**config.mk**
```make
export PLATFORM = sky130hd
export DESIGN_NAME = ava_pcm
export DESIGN_NICKNAME = d
export VERILOG_FILES = /design/src/rtl/ava_pcm.sv
export SDC_FILE = /design/constraint.sdc
export NUM_CORES = 1
export LEC_CHECK = 0
export CORE_UTILIZATION = 25
export CTS_CLUSTER_SIZE = 16
export DETAILED_ROUTE_END_ITERATION = 16
export GPL_ROUTABILITY_DRIVEN = 0
export HOLD_SLACK_MARGIN = 0.02
export SETUP_SLACK_MARGIN = 0.02
export SLEW_MARGIN = 40
export SYNTH_ARGS = -nofsm -noshare
export SYNTH_HDL_FRONTEND = slang
export SYNTH_SLANG_ARGS = --single-unit
```
**constraint.sdc**
```tcl
create_clock -name clk_i -period 4.85 [get_ports clk_i]
set_input_delay 0.485 -clock clk_i [delete_from_list [all_inputs] [get_ports clk_i]]
set_output_delay 0.485 -clock clk_i [all_outputs]
set_load 0.05 [all_outputs]
```
**src/rtl/ava_pcm.sv**
```systemverilog
// Audio sample FIFO feeding a divider-paced PWM playback stage.
// Latency: accepted write visible in level/wr_full/pcm_empty next cycle; tick pop updates cur_sample next cycle; pwm_o lags by one.
// Backpressure: wr_full blocks writes (dropped silently); an empty tick holds the last sample and pulses underrun.
module ava_pcm #(
  parameter int FIFO_DEPTH   = 16,
  parameter int SAMPLE_DIV   = 2268,
  parameter int SAMPLE_WIDTH = 8
) (
  input  logic                          clk_i,
  input  logic                          rst_i,
  input  logic                          wr_en,
  input  logic [SAMPLE_WIDTH-1:0]       wr_data,
  output logic                          wr_full,
  output logic [$clog2(FIFO_DEPTH):0]   level,
  input  logic                          enable,
  output logic                          pcm_empty,
  output logic                          underrun,
  output logic                          pwm_o
);

  localparam int PW = $clog2(FIFO_DEPTH);
  localparam int LW = PW + 1;
  localparam int DW = $clog2(SAMPLE_DIV);
  localparam logic [SAMPLE_WIDTH-1:0] MIDSCALE = SAMPLE_WIDTH'(1) << (SAMPLE_WIDTH - 1);

  logic [SAMPLE_WIDTH-1:0] mem [FIFO_DEPTH];
  logic [PW-1:0]           rd_ptr;
  logic [PW-1:0]           wr_ptr;
  logic [DW-1:0]           div_cnt;
  logic [SAMPLE_WIDTH-1:0] pwm_cnt;
  logic [SAMPLE_WIDTH-1:0] cur_sample;
  logic                    tick;
  logic                    wr_accept;
  logic                    pop;

  // Status flags come only from the registered occupancy count.
  assign wr_full   = (level == LW'(FIFO_DEPTH));
  assign pcm_empty = (level == '0);

  // Acceptance and pop both use pre-update state, so a write into an empty
  // FIFO on a tick cannot be popped in the same cycle.
  assign wr_accept = wr_en & ~wr_full;
  assign tick      = enable & (div_cnt == DW'(SAMPLE_DIV - 1));
  assign pop       = tick & ~pcm_empty;

  // Sample storage; contents need no reset because the pointers define validity.
  always_ff @(posedge clk_i) begin
    if (!rst_i && wr_accept) begin
      mem[wr_ptr] <= wr_data;
    end
  end

  // Pointers and occupancy; a simultaneous write and pop leaves level unchanged.
  always_ff @(posedge clk_i) begin
    if (rst_i) begin
      rd_ptr <= '0;
      wr_ptr <= '0;
      level  <= '0;
    end else begin
      if (wr_accept) wr_ptr <= wr_ptr + PW'(1);
      if (pop)       rd_ptr <= rd_ptr + PW'(1);
      case ({wr_accept, pop})
        2'b10:   level <= level + LW'(1);
        2'b01:   level <= level - LW'(1);
        default: level <= level;
      endcase
    end
  end

  // Sample-period divider, parked at zero while playback is disabled.
  always_ff @(posedge clk_i) begin
    if (rst_i || !enable) begin
      div_cnt <= '0;
    end else if (tick) begin
      div_cnt <= '0;
    end else begin
      div_cnt <= div_cnt + DW'(1);
    end
  end

  // Current sample register and underrun pulse on an empty tick.
  always_ff @(posedge clk_i) begin
    if (rst_i) begin
      cur_sample <= MIDSCALE;
      underrun   <= 1'b0;
    end else begin
      if (pop) cur_sample <= mem[rd_ptr];
      underrun <= tick & pcm_empty;
    end
  end

  // Free-running PWM counter and registered comparator output.
  always_ff @(posedge clk_i) begin
    if (rst_i) begin
      pwm_cnt <= '0;
      pwm_o   <= 1'b0;
    end else begin
      pwm_cnt <= enable ? pwm_cnt + SAMPLE_WIDTH'(1) : '0;
      pwm_o   <= enable & (pwm_cnt < cur_sample);
    end
  end

endmodule

```
# Word level (Yosys, flattened, before mapping)
# Memories as Yosys holds them, arrays and structs flattened. A register that Yosys moved wholly into a read port is not among the register bits.
# Index checks and enable logic that the tools add are counted.
# word_totals
regBits,35
ramBits,128
input_bits,12
word_cells,38
memories,1
romBits,0
latch_bits,0
out_inout_bits,9
# op_classes
bitwise,8
n_div,0
n_eq_ne,4
n_reduce_logical,8
addsub,6
n_shift,0
muxes,3
order_cmp,1
multipliers,0
# mem_list
memory,depth,word_bits,rd,rd_clocked_by_memory_dff,wr,line,rtl
mem,16,8,1,1,1,26,logic [SAMPLE_WIDTH-1:0] mem [FIFO_DEPTH];
# op_table
op,count
$add A12 B1 Y12 const B,1
$eq A12 B12 Y1 const B,1
$pmux W5 S2,1
$add A4 B1 Y4 const B,2
$add A8 B1 Y8 const B,1
$lt A8 B8 Y1,1
$add A5 B1 Y5 const B,1
$and A1 B1 Y1,5
$eq A5 B5 Y1 const B,1
$logic_not A5 Y1,1
$sub A5 B1 Y5 const B,1
$reduce_or A2 Y1,2
$not A1 Y1,3
$eq A2 B1 Y1 const B,1
$eq A2 B2 Y1 const B,1
$logic_not A1 Y1,2
$mux W1,2
$reduce_bool A2 Y1,1
$logic_and A1 B1 Y1,1
$logic_or A1 B1 Y1,1

# Longest topological paths before layout
# Gate-level depths: netlist of run 1.
# logic_depth
word_depth,6
depth_mapped,13
depth_no_buf,12

# Worst setup path before layout of run 1
# Ideal clock, no wire load.
# synth_path
path_type,register -> register
from,reg div_cnt[9]
to,reg level[4]
setup_time_ns,0.070
required_time_ns,4.780
arrival_ns,3.234
slack_ns,1.545
n_path_buf,1
period_less_slack_ns,3.305
stages_incl_launch_ff,13
path_cell_list,dfxtp_1 > or4_4 > or4_4 > buf_6 > nor2_8 > ha_1 > inv_1 > fa_1 > nor2b_1 > o21ai_0 > and3_1 > or4_1 > a21oi_1
# synth_via
elab_chain_len,5
elab_cells_between_ends,7
cone_classes,eq/ne (3); mux (1); bitwise (2); reduce/logical (1)
# synth_lines
item,line,rtl
from (decl),29,logic [DW-1:0] div_cnt;
from (signal assigned),77,div_cnt <= div_cnt + DW'(1);
$eq A12 B12 Y1 *,43,assign tick = enable & (div_cnt == DW'(SAMPLE_DIV - 1));
$and A1 B1 Y1 *,43,
$and A1 B1 Y1 *,44,assign pop = tick & ~pcm_empty;
named net pop,34,logic pop;
$eq A2 B1 Y1 or $eq A2 B2 Y1 (tied branches),62,"case ({wr_accept, pop})"
$pmux W5 S2 or $reduce_bool A2 Y1 (tied branches),-,
to (signal assigned),63,2'b10: level <= level + LW'(1);
to (signal assigned),64,2'b01: level <= level - LW'(1);
to (signal assigned),65,default: level <= level;
to (decl),14,"output logic [$clog2(FIFO_DEPTH):0] level,"
# Mark *: on every way through the listed nets, which the timed path passes. The rest lies on a longest branch.
# A chain may end at the register's enable or synchronous reset.

# Worst setup path after layout of run 1
# Same ends and word-level chain as after synthesis.

==> results of run 1 <==
==> cell families after synthesis <==
group | Yosys count
DFF | 171
and+or+nand+nor | 121
AOI/OAI and AO/OA | 52
buffers and inverters | 38
muxes | 34
xor gates and xnor gates | 23
adders and majority gates | 19
==> through the flow <==
| step | instance area, um^2 | worst slack [ns] |
|---|---|---|
| finish | 8195 | 1.249 |
| global route | 8195 | 1.122 |
| CTS | 8170 | 1.270 |
| detailed placement | 7590 | 1.065 |
| global placement | 7577 | 1.226 |
| floorplan | 6980 | 1.545 |
==> flip-flops by register name, summed over array words and instances (netlist names) <==
signal      cells
cur_sample      8
pwm_cnt         8
pwm_o           1
div_cnt        12
mem           128
rd_ptr          4
level           5
underrun        1
wr_ptr          4
==> power by group through the flow <==
stage | registers, uW | clock network, uW | logic (uW)
6_report | 1590 | 1330 | 101
5_1_grt | 1590 | 1420 | 110
4_1_cts | 1590 | 1360 | 101
3_5_place_dp | 1620 | 0 | 100
3_3_place_gp | 1620 | 0 | 95.2
2_1_floorplan | 1630 | 0 | 48.6
==> path summary, 6_finish.rpt <==
check	start	slack, ns	to
setup / recovery	div_cnt[9]	1.25	level[4]
hold / removal	div_cnt[0]	0.45	div_cnt[0]
setup reg to reg	div_cnt[9]	1.25	level[4]
hold reg to reg	div_cnt[0]	0.45	div_cnt[0]
==> critical path: cells and delay by family (launching register included) <==
kind,cells,cell delay (ns)
buf+inv,1,0.11
fa+ha+maj,2,0.64
simple gates,6,2.15
compound gates,2,0.29
flops,1,0.34
==> metal layers <==
metal	up-vias	global-route usage, %
met2	102	16.35
li1	1766	-
met3	16	2.502
met4	0	3.408
met5	-	0
met1	1901	12.59
==> layout make-up <==
class / count / area [um^2]
fillers: 2701 / 18980
repair buffers: 23 / 222.7
well taps: 372 / 465.4
multi-input cells: 249 / 2153
clock buffers: 17 / 425.4
inverters: 18 / 67.56
clock inverters: 15 / 155.1
flip-flops and latches: 171 / 4706
==> cells in the final DEF, fill, tap and decap left out, drive strengths merged, types with 4 or more instances in the layout <==
| master | n |
|---|---|
| nand2 | 25 |
| clkinvlp | 4 |
| nor2 | 55 |
| edfxtp | 128 |
| clkbuf | 17 |
| nand3 | 8 |
| inv | 25 |
| a21oi | 16 |
| ha | 18 |
| clkdlybuf4s50 | 20 |
| nand4 | 4 |
| mux4 | 32 |
| xnor2 | 10 |
| dfxtp | 43 |
| a22oi | 14 |
| o21ai | 11 |
| xor2 | 13 |
| nor2b | 5 |
==> results.cfg, run 1 <==
[run_status]
status = complete, no violations

[yosys]
synth_edf_count = 128
synth_fp_nets = 489
synth_area_mm2 = 0.006980
ys_top_cells_by_count = edfxtp_1 (128), nor2_1 (54), dfxtp_1 (43), mux4_2 (32), nand2_1 (25)
yosys.cell_types.count = 46
synth_top_family_by_area = multiplexers
ys.flop_type = edfxtp_1
synthTopCellsByArea = edfxtp_1 (55%), dfxtp_1 (12%), mux4_2 (10%)
yosys.area_share.simple_pct = 8.371
postSynthAreaPerCell_um2 = 15.24
async_reset_ff_share_pct = 0
syn_inst = 458
synth-compound-area-share_pct = 4.929
netlist.area_leader.share_pct = 55.06
synth_warnings = 0
yosys.area.top_type = edfxtp_1
seq_area_frac_synth_pct = 67.40
synthMuxAreaShare_pct = 10.61
yosys.area_share.adder_pct = 3.513
ys_seq_elements = 171
synth_most_common_cell = edfxtp_1
synth-xor-area-share_pct = 2.886

[clock_network]
cts.sinks = 171
cts_max_path_buffers = 2
h-tree-depth = 4
cts.clk_slew.worst_paths_ns = 0.07
post_cts_buffers = 0
post_cts_resized = 0
cts_hold_buf = 0
cts_tree = built
root_buffer = clkbuf_16
worstSkewPairLatency_ns = 0.43
cts_buffers = 17

[routing]
drtIter0Drc = 332
routed_wl_um = 13560
ant_nets = 0
dr_wl_met3_um = 629
highest_layer = met4
met2WireLength_um = 6668
dr.pass1.iters = 5
vias_per_cell = 4.376
drc = 0
vias = 3785
wl_per_cell_um = 15.67
wl_met1_um = 6103

[worst_setup_path]
endpoint_kind = flip-flop
worstPathRequired_ns = 5.21
reg2reg_depth = 11
cp_common_cell = or4_4
crit_chain = or4_4, or4_4, nor2_8, ha_1, inv_1, fa_1, nor2b_1, o21ai_0, and3_1, or4_1, a21oi_1
critPathMaxFanout = 11
worst_setup_path_start_kind = flip-flop
worstPathArrival_ns = 3.96
crit_type = reg -> reg
slowest_stage = or4_4
max_stage_delay_ns = 0.63

[global_route]
grt_use_total_pct = 9.896
antenna_found_initial = 0
grt_start_max_net_pins = 35
grt_pass1_vias = 3850
grt_pass1_wl_um = 21050
grt.overflow.total = 0

[power]
irDropWorstVdd_uv = 305.5
p_leak_uw = 0.002575
intPower_uw = 2340
cellPowerDensity_mw_per_mm2 = 368.1
pwr-share-seq_pct = 52.7
p_comb_share_pct = 3.3
finalPower_uw = 3017
switching_power_uw = 676.9
p_sw_share_pct = 22.44
clkPwrFrac_pct = 43.9

[timing]
holdWs_ns = 0.4505
worst_pin_slew_ns = 0.8109
min_period_ns = 3.601
finalSetupViolCount = 0
tns_ns = 0
max_freq_mhz = 277.7
min_period_over_period_pct = 74.24
rsz0062_at_grt = false
final_max_slew_viol_count = 0
skew_ns = 0.01574
hold_violations = 0
maxSlewHeadroom_pct = 45.74

[final_layout]
fin_nets = 511
drive_gt1_share_pct = 18.46
final_cells = 865
area_growth_pct = 17.40
post-route-util_pct = 30.16
antenna_cells = 0

[min_path]
min_path_cells = 1
holdCritPathClass = reg -> reg

[placement]
place_inst = 833
dp_hpwl_um = 8909
port_buffers = 20

[floorplan]
dieArea_mm2 = 0.02859
core_mm2 = 0.02718
rows = 60
start_util_pct = 25.69
die_w_um = 169.1
die_y_um = 169.1
io_pins = 21

[run]
drv_cap = 0
(Power assumes the default switching activity.)
==> run 2, diff against run 1 <==
Clock period 4.85 ns to 3.51 ns, I/O delays scaled along.
==> run 2 against run 1 <==
  * Clock power rose by 34%
  * Final cell count rose by 0.69%
  * Sequential cell count did not move
  * Critical endpoint unchanged
  * Sequential power rose by 38%
  * Global-route usage barely moved
==> results.cfg, run 2 (synthesized netlist as in run 1, its figures left out) <==
[routing]
dr.pass1.iters = 4
routed_wl_um = 13210
drc = 0
wl_per_cell_um = 15.16
drtIter0Drc = 333
vias_per_cell = 4.279
ant_nets = 0
vias = 3727

[final_layout]
largest_reg_flops = 128
final_common_cell = edfxtp_1
drive_gt1_share_pct = 19.44
reg_top3 = mem: 128 flops, div_cnt: 12 flops
post-route-util_pct = 30.33
antenna_cells = 0
largest-register = mem
fin_nets = 517
layout_common_cells = edfxtp_1 (128), dfxtp_1 (42), nor2_1 (41)
area_growth_pct = 18.07

[floorplan]
start_util_pct = 25.69
rows = 60
core_mm2 = 0.02718
die_y_um = 169.1
die_w_um = 169.1
dieArea_mm2 = 0.02859
io_pins = 21

[clock_network]
root_buffer = clkbuf_16
post_cts_buffers = 0
cts.sinks = 171
cts_buffers = 17
cts_max_path_buffers = 2
h-tree-depth = 4
cts_tree = built
cts.clk_slew.worst_paths_ns = 0.07
worstSkewPairLatency_ns = 0.42

[worst_setup_path]
crit_type = reg -> reg
r2r-start = div_cnt[9]
worstPathRequired_ns = 3.86
crit_start = div_cnt[9]
worstPathArrival_ns = 3.67
crit_chain = or4_4, or4_4, nor2_8, ha_2, inv_1, fa_2, nor2b_2, o21ai_0, and3_1, or4_1, a21oi_1
worst_setup_path_start_kind = flip-flop
endpoint_kind = flip-flop
cp_common_cell = or4_4
rrSetupSlack_ns = 0.19
critPathCapture = level[4]
critPathMaxFanout = 4
rr_endpoint = level[4]
slowest_stage = or4_4
max_stage_delay_ns = 0.57
reg2reg_depth = 11

[global_route]
grt_use_total_pct = 9.890
grt_pass1_vias = 3796
grt_pass1_wl_um = 21150
grt_start_max_net_pins = 35
grt.overflow.total = 0
antenna_found_initial = 0

[timing]
hold_violations = 0
tns_ns = 0
skew_ns = 0.01064
min_period_over_period_pct = 94.54
final_max_slew_viol_count = 0
worst_pin_slew_ns = 0.7806
maxSlewHeadroom_pct = 47.77
finalSetupViolCount = 0
min_period_ns = 3.318
rsz0062_at_grt = false
max_freq_mhz = 301.3
fin_ws_ns = 0.1916
holdWs_ns = 0.4605

[min_path]
hp-start = div_cnt[0]
holdCritPathClass = reg -> reg

[placement]
port_buffers = 20
dp_hpwl_um = 8898
pre_cts_slack_ns = 0.01216

[run_status]
status = complete, no violations

[power]
irDropWorstVdd_uv = 324.9
p_leak_uw = 0.002611
cellPowerDensity_mw_per_mm2 = 500.3

[run]
drv_cap = 0
run 2: cell types whose count changed in the layout (fill, tap and decap cells not counted), sizes merged:
| cell | previous run | this run |
|---|---|---|
| clkinv | 3 | 7 |
| clkinvlp | 4 | 1 |
| inv | 25 | 23 |
| clkbuf | 17 | 18 |
| buf | 3 | 9 |
run 2: area by class of cell:
type / count / area, um^2
fillers: 2693 / 18930
flip-flops and latches: 171 / 4706
multi-input cells: 249 / 2156
well taps: 372 / 465.4
clock buffers: 18 / 429.2
repair buffers: 29 / 280.3
clock inverters: 14 / 137.6
inverters: 18 / 67.56
run 2: worst min path at each step:
stage | to | cells past startpoint
4_1_cts | div_cnt[0] | 1
6_report | div_cnt[0] | 1
2_1_floorplan | div_cnt[0] | 1
3_3_place_gp | div_cnt[0] | 1
5_1_grt | div_cnt[0] | 1
3_5_place_dp | div_cnt[0] | 1
run 2: routing by layer:
| metal | up-vias | track usage [%] | wire [um] |
|---|---|---|---|
| met1 | 1881 | 12.84 | 6129 |
| met5 | - | 0 | 0 |
| met4 | 0 | 3.995 | 24 |
| li1 | 1774 | - | - |
| met3 | 2 | 2.525 | 622 |
| met2 | 70 | 15.76 | 6429 |
run 2: repair_timing:
item | in CTS | in global routing
setup endpoints to repair | 0 | 1
gates resized for setup | 0 | 3
hold buffers | 0 | 0
run 2: critical path, delay by kind of cell, from the launching register on:
kind,cells,cell delay (ns)
simple gates,6,1.98
fa+ha+maj,2,0.58
flops,1,0.33
compound gates,2,0.27
buf+inv,1,0.09
run 2: stage by stage:
step                      cells  instance area, um^2  total power, uW
after detailed placement    839                 7647             2387
after floorplan             458                 6980             2317
after global placement      839                 7635             2377
final                       871                 8242             4124
after CTS                   871                 8214             4152
after global routing        871                 8242             4259
run 2: report_power, final:
part | leakage, uW | internal (uW) | total [uW] | switching [uW]
Sequential | 0.00150 | 2190 | 2200 | 10.7
Clock | 0.000280 | 993 | 1780 | 788
Combinational | 0.000829 | 47.8 | 144 | 96.4
